--- src/rtl/pcie_tx_arbiter.sv ---
// pcie_tx_arbiter: two-source TLP arbiter for a PCIe core TX local-link port.
// Source 0 (completer) and source 1 (posted writer) are granted whole TLPs with
// alternating priority. The granted source is passed straight through to the core,
// so the only state kept here is the grant, a beat counter and the status counters.
module pcie_tx_arbiter #(
    parameter int unsigned MAX_BEATS = 32
) (
    input  logic        clk,
    input  logic        reset,
    // source 0: completer
    input  logic [63:0] s0_data,
    input  logic        s0_sof,
    input  logic        s0_eof,
    input  logic        s0_half,
    input  logic        s0_valid,
    output logic        s0_ready,
    // source 1: posted writer
    input  logic [63:0] s1_data,
    input  logic        s1_sof,
    input  logic        s1_eof,
    input  logic        s1_half,
    input  logic        s1_valid,
    output logic        s1_ready,
    // core TX local-link (active-low controls)
    output logic [63:0] trn_td,
    output logic [7:0]  trn_trem_n,
    output logic        trn_tsof_n,
    output logic        trn_teof_n,
    output logic        trn_tsrc_rdy_n,
    output logic        trn_tsrc_dsc_n,
    input  logic        trn_tdst_rdy_n,
    input  logic [3:0]  trn_tbuf_av,
    // status
    output logic [15:0] pkt_cnt0,
    output logic [15:0] pkt_cnt1,
    output logic        proto_err,
    output logic        busy
);

    // Wide enough to hold MAX_BEATS itself.
    localparam int unsigned BeatW = $clog2(MAX_BEATS + 1);
    localparam logic [BeatW-1:0] LastBeat = BeatW'(MAX_BEATS - 1);

    typedef enum logic [1:0] {
        StIdle,
        StGnt0,
        StGnt1
    } state_e;

    state_e           state_q;
    logic             last_served_q;
    logic [BeatW-1:0] beat_cnt_q;
    logic [15:0]      pkt_cnt0_q;
    logic [15:0]      pkt_cnt1_q;
    logic             proto_err_q;
    logic             dsc_q;

    // Muxed view of the granted source.
    logic [63:0] sel_data;
    logic        sel_sof;
    logic        sel_eof;
    logic        sel_half;
    logic        sel_valid;
    logic        granted;

    // Arbitration helpers, only meaningful in StIdle.
    logic cand0;
    logic cand1;
    logic pick1;
    logic stray;
    logic accept;

    // Select the granted source; nothing is selected while idle.
    always_comb begin
        sel_data  = 64'h0;
        sel_sof   = 1'b0;
        sel_eof   = 1'b0;
        sel_half  = 1'b0;
        sel_valid = 1'b0;
        case (state_q)
            StGnt0: begin
                sel_data  = s0_data;
                sel_sof   = s0_sof;
                sel_eof   = s0_eof;
                sel_half  = s0_half;
                sel_valid = s0_valid;
            end
            StGnt1: begin
                sel_data  = s1_data;
                sel_sof   = s1_sof;
                sel_eof   = s1_eof;
                sel_half  = s1_half;
                sel_valid = s1_valid;
            end
            default: ;
        endcase
    end

    // Local-link pass-through and per-source ready.
    always_comb begin
        granted        = (state_q != StIdle);
        trn_td         = sel_data;
        trn_tsof_n     = ~sel_sof;
        trn_teof_n     = ~sel_eof;
        trn_tsrc_rdy_n = ~sel_valid;
        // Only the upper DW is valid on a half-width eof beat.
        trn_trem_n     = (sel_eof && sel_half) ? 8'h0F : 8'h00;
        trn_tsrc_dsc_n = ~dsc_q;
        s0_ready       = (state_q == StGnt0) && !trn_tdst_rdy_n;
        s1_ready       = (state_q == StGnt1) && !trn_tdst_rdy_n;
        accept         = granted && sel_valid && !trn_tdst_rdy_n;
        busy           = granted;
        pkt_cnt0       = pkt_cnt0_q;
        pkt_cnt1       = pkt_cnt1_q;
        proto_err      = proto_err_q;
    end

    // Candidate selection: a source competes only when presenting a valid sof beat.
    always_comb begin
        cand0 = s0_valid && s0_sof;
        cand1 = s1_valid && s1_sof;
        // On a tie the source not served last wins.
        pick1 = cand1 && (!cand0 || !last_served_q);
        stray = (s0_valid && !s0_sof) || (s1_valid && !s1_sof);
    end

    // Grant FSM, beat counter, packet counters and sticky error.
    always_ff @(posedge clk) begin
        if (reset) begin
            state_q       <= StIdle;
            last_served_q <= 1'b1;
            beat_cnt_q    <= '0;
            pkt_cnt0_q    <= 16'h0;
            pkt_cnt1_q    <= 16'h0;
            proto_err_q   <= 1'b0;
            dsc_q         <= 1'b0;
        end else begin
            dsc_q <= 1'b0;
            case (state_q)
                StIdle: begin
                    // A mid-packet beat with no grant is left unconsumed and flagged.
                    if (stray) begin
                        proto_err_q <= 1'b1;
                    end
                    // Buffer availability gates only the grant decision.
                    if ((cand0 || cand1) && (trn_tbuf_av != 4'h0)) begin
                        state_q    <= pick1 ? StGnt1 : StGnt0;
                        beat_cnt_q <= '0;
                    end
                end
                StGnt0, StGnt1: begin
                    if (accept) begin
                        beat_cnt_q <= beat_cnt_q + 1'b1;
                        // A second sof inside a packet is forwarded but flagged.
                        if (sel_sof && (beat_cnt_q != '0)) begin
                            proto_err_q <= 1'b1;
                        end
                        if (sel_eof) begin
                            state_q       <= StIdle;
                            last_served_q <= (state_q == StGnt1);
                            if (state_q == StGnt0) begin
                                pkt_cnt0_q <= pkt_cnt0_q + 16'h1;
                            end else begin
                                pkt_cnt1_q <= pkt_cnt1_q + 16'h1;
                            end
                        end else if (beat_cnt_q == LastBeat) begin
                            // Runaway packet: discard toward the core and drop the grant.
                            proto_err_q <= 1'b1;
                            dsc_q       <= 1'b1;
                            state_q     <= StIdle;
                        end
                    end
                end
                default: state_q <= StIdle;
            endcase
        end
    end

endmodule

--- config.mk ---
export PLATFORM = sky130hd
export DESIGN_NAME = pcie_tx_arbiter
export DESIGN_NICKNAME = d
export VERILOG_FILES = /design/src/rtl/pcie_tx_arbiter.sv
export SDC_FILE = /design/constraint.sdc
export NUM_CORES = 1
export LEC_CHECK = 0
export CELL_PAD_IN_SITES_DETAIL_PLACEMENT = 1
export CELL_PAD_IN_SITES_GLOBAL_PLACEMENT = 1
export CORE_UTILIZATION = 24
export CTS_BUF_LIST = sky130_fd_sc_hd__clkbuf_16
export DETAILED_ROUTE_END_ITERATION = 16
export GPL_ROUTABILITY_DRIVEN = 0
export PLACE_DENSITY_LB_ADDON = 0.2
export RECOVER_POWER = 100
export SYNTH_ARGS = -nofsm -noshare
export SYNTH_HDL_FRONTEND = slang
export SYNTH_SLANG_ARGS = --single-unit
--- constraint.sdc ---
create_clock -name clk -period 4.9 [get_ports clk]
set_clock_uncertainty 0.15 [all_clocks]
set_input_delay 0.735 -clock clk [delete_from_list [all_inputs] [get_ports clk]]
set_output_delay 0.735 -clock clk [all_outputs]
set_load 0.05 [all_outputs]
==> out/metrics.yaml <==
clock_tree:
  numCtsBuffers: 5
  clkTransAtPathRegs_ps: 60
  cts.path.max_buffers: 2
  cts_hold_buf: 0
  cts_max_level: 2
  cts_resized: 0
  cts_root_buf: "clkbuf_16"
  clock_sinks: 43
  tritoncts: "done"
  post_cts_buffers: 0
  clock_latency_ps: 280
sta:
  setup_slack_ps: 505
  max_freq_mhz: 228
  rsz0062_at_grt: "false"
  finalCritPeriodShare: 0.897
  min_period_ps: 4390
  setup_viol_count_final: 0
  finalHoldViolations: 0
  worstMarginPinSlew_ps: 1500
  setup_tns_ps: 0
  relSlewSlack: -0.000899
  slew_violations: 50
final_layout:
  final_common_cell: "clkdlybuf4s50_1"
  final_cell_mix: "clkdlybuf4s50_1 (142), dlygate4sd3_1 (107), nor2_1 (93)"
  post_route_cells_drive_above_1_share: 0.0344
  area_growth_pct: 78.9
  n_antenna_cell: 0
  nNetsFinal: 819
routing:
  routed_via_density: 5.10
  vias: 4307
  ant_nets: 0
  post_drt_wl_per_cell_um: 18.6
  first_pass_iters: 4
  wirelength_mm: 15.7
  first_iter_violations: 242
  drc_errors: 0
placed_design:
  portBuffers: 250
  pre_cts_ws_ps: 1050
  post-dp-hpwl_mm: 12.2
critical_path:
  end_kind: "output pin"
  required_ps: 4010
  critPathSlowestCell: "clkbuf_2"
  cp_max_fo: 70
  cp.arrival_ps: 3510
  crit_chain: "inv_1 -> ha_2 -> clkbuf_2 -> a22oi_1 -> nor2_1 -> dlygate4sd3_1"
  max_stage_delay_ps: 1110
  path_class: "flop to output pin"
  startpoint_type: "flop"
grt:
  antenna_found_initial: 0
  gr-usage-all-layers: 0.212
  grt_pass1_wl_mm: 24.0
  grt_pass1_vias: 4506
  grt_max_degree: 71
  grt-ovfl-total: 0
floorplan:
  initial_core_util: 0.249
  rows: 42
  ioPinCount: 255
  die-height_um: 120
  die_area_sq_um: 14300
  coreArea_sq_um: 13300
  die_w_um: 120
synthesis:
  synth-main-ff-cell: "dfxtp_1"
  synth_top_area_frac: 0.259
  synth-simple-area-share: 0.320
  synth.area.top_cells: "dfxtp_1 (26%), a22oi_1 (15%), nor2_1 (11%), a21oi_1 (2.9%), mux2_2 (2.7%)"
  synthAdderAreaFrac: 0.0264
  synth_compound_area_frac: 0.254
  yosys_warnings: 0
  ys_seq_area_frac: 0.259
  synth.mux.area_fraction: 0.0395
  async_flop_share: 0
  ys_types: 58
  synth-edff-count: 0
  synth.cell_area_sq_um: 3320
  syn-instance-count: 451
  synth_top_family_by_area: "simple AND/OR/NAND/NOR gates"
  synth_area_leader_cell: "dfxtp_1"
  synthXorXnorAreaFrac: 0.0185
  ys_seq_elements: 43
  syn_area_per_cell_sq_um: 7.37
pwr:
  switching_power_uw: 798
  p_comb_frac: 0.572
  clkPwrFrac: 0.216
  vdd_drop_max_v: 0.000131
  seqPwrFrac: 0.213
  total_power_uw: 1720
  p_int_uw: 919
  p_leak_uw: 0.00228
  p_per_area_nw_per_um2: 289
  swShare: 0.465
flow_run:
  cap_violations: 1
worst_hold_path:
  hold_class: "flop to flop"
run_status:
  violations: "max-capacitance violations, max-slew violations"
  status: "finished, violations left"
-- worst paths after layout --
path,from,end,slack [ps],depth (start not counted)
max,state_q[1],trn_trem_n[1],510,6
min,last_served_q,last_served_q,340,1
max reg2reg,state_q[1],pkt_cnt0[15],980,7
min reg2reg,last_served_q,last_served_q,340,1
-- layout make-up --
cell class | instances | area [sq um]
Timing Repair Buffer | 252 | 2510
Inverter | 12 | 45.0
Multi-Input combinational cell | 355 | 2150
Tap cell | 176 | 220
Clock buffer | 5 | 125
Clock inverter | 2 | 33.8
Fill cell | 1644 | 7400
Sequential cell | 43 | 861
-- flip-flops by register name (all words and copies together), names as in the netlist --
signal and count:
pkt_cnt0 16, beat_cnt_q 6, last_served_q 1, dsc_q 1
pkt_cnt1 16, state_q 2, proto_err 1
-- critical path: cells and delay by family, from the launching register on --
| family | cells | cell delay, ps |
|---|---|---|
| buffers and inverters | 3 | 2130 |
| AO/OA/AOI/OAI | 1 | 180 |
| AND/OR/NAND/NOR | 1 | 270 |
| flip-flops | 1 | 330 |
| adder cells (fa/ha/maj) | 1 | 260 |
-- synthesized netlist by cell type (2+ instances only) --
master	n
nor2_1	93
a22oi_1	67
dfxtp_1	43
nand2_1	20
a21oi_1	19
clkbuf_1	18
nand3_1	16
inv_1	12
o21ai_0	11
buf_4	10
buf_1	9
nand4_1	9
or3_1	9
mux2_2	8
nand2b_1	8
nor2b_1	8
ha_1	7
nor4_1	7
nor3_1	6
xor2_1	6
a311oi_1	5
buf_2	5
o31ai_1	5
and4_1	4
or4_1	4
and3_1	3
mux2i_1	3
a22o_2	2
and2_1	2
and3b_1	2
buf_6	2
nand4b_1	2
-- per-stage QoR --
stage	std cells	utilization	hold WS, ps	area (sq um)
after floorplan	454	-	285	3330
after global placement	838	0.438	316	5850
after detailed placement	838	0.438	327	5850
after CTS	845	0.450	341	6010
after global routing	845	0.445	365	5940
final	845	0.445	337	5940
-- per-layer routing --
metal | global-route usage | up-vias | part of all wire
li1 | - | 2071 | -
met1 | 0.238 | 2083 | 0.39
met2 | 0.402 | 141 | 0.54
met3 | 0.0494 | 12 | 0.053
met4 | 0.0492 | 0 | 0.015
met5 | 0 | - | 0
-- power by group through the flow --
stage	clock (uW)	combinational [uW]	sequential, uW
after floorplan	0	663	384
after global placement	0	1010	372
after detailed placement	0	1030	373
after CTS	380	1030	365
after global routing	396	1050	366
final	370	981	365
-- cell families after synthesis --
kind of cell,after synthesis
XOR/XNOR,7
multiplexers,12
flip-flops,43
AND/OR/NAND/NOR,205
adder cells (fa/ha/maj),7
buffers and inverters,56
AO/OA/AOI/OAI,120
other,1
No activity file was read; power rests on OpenSTA's default activity.
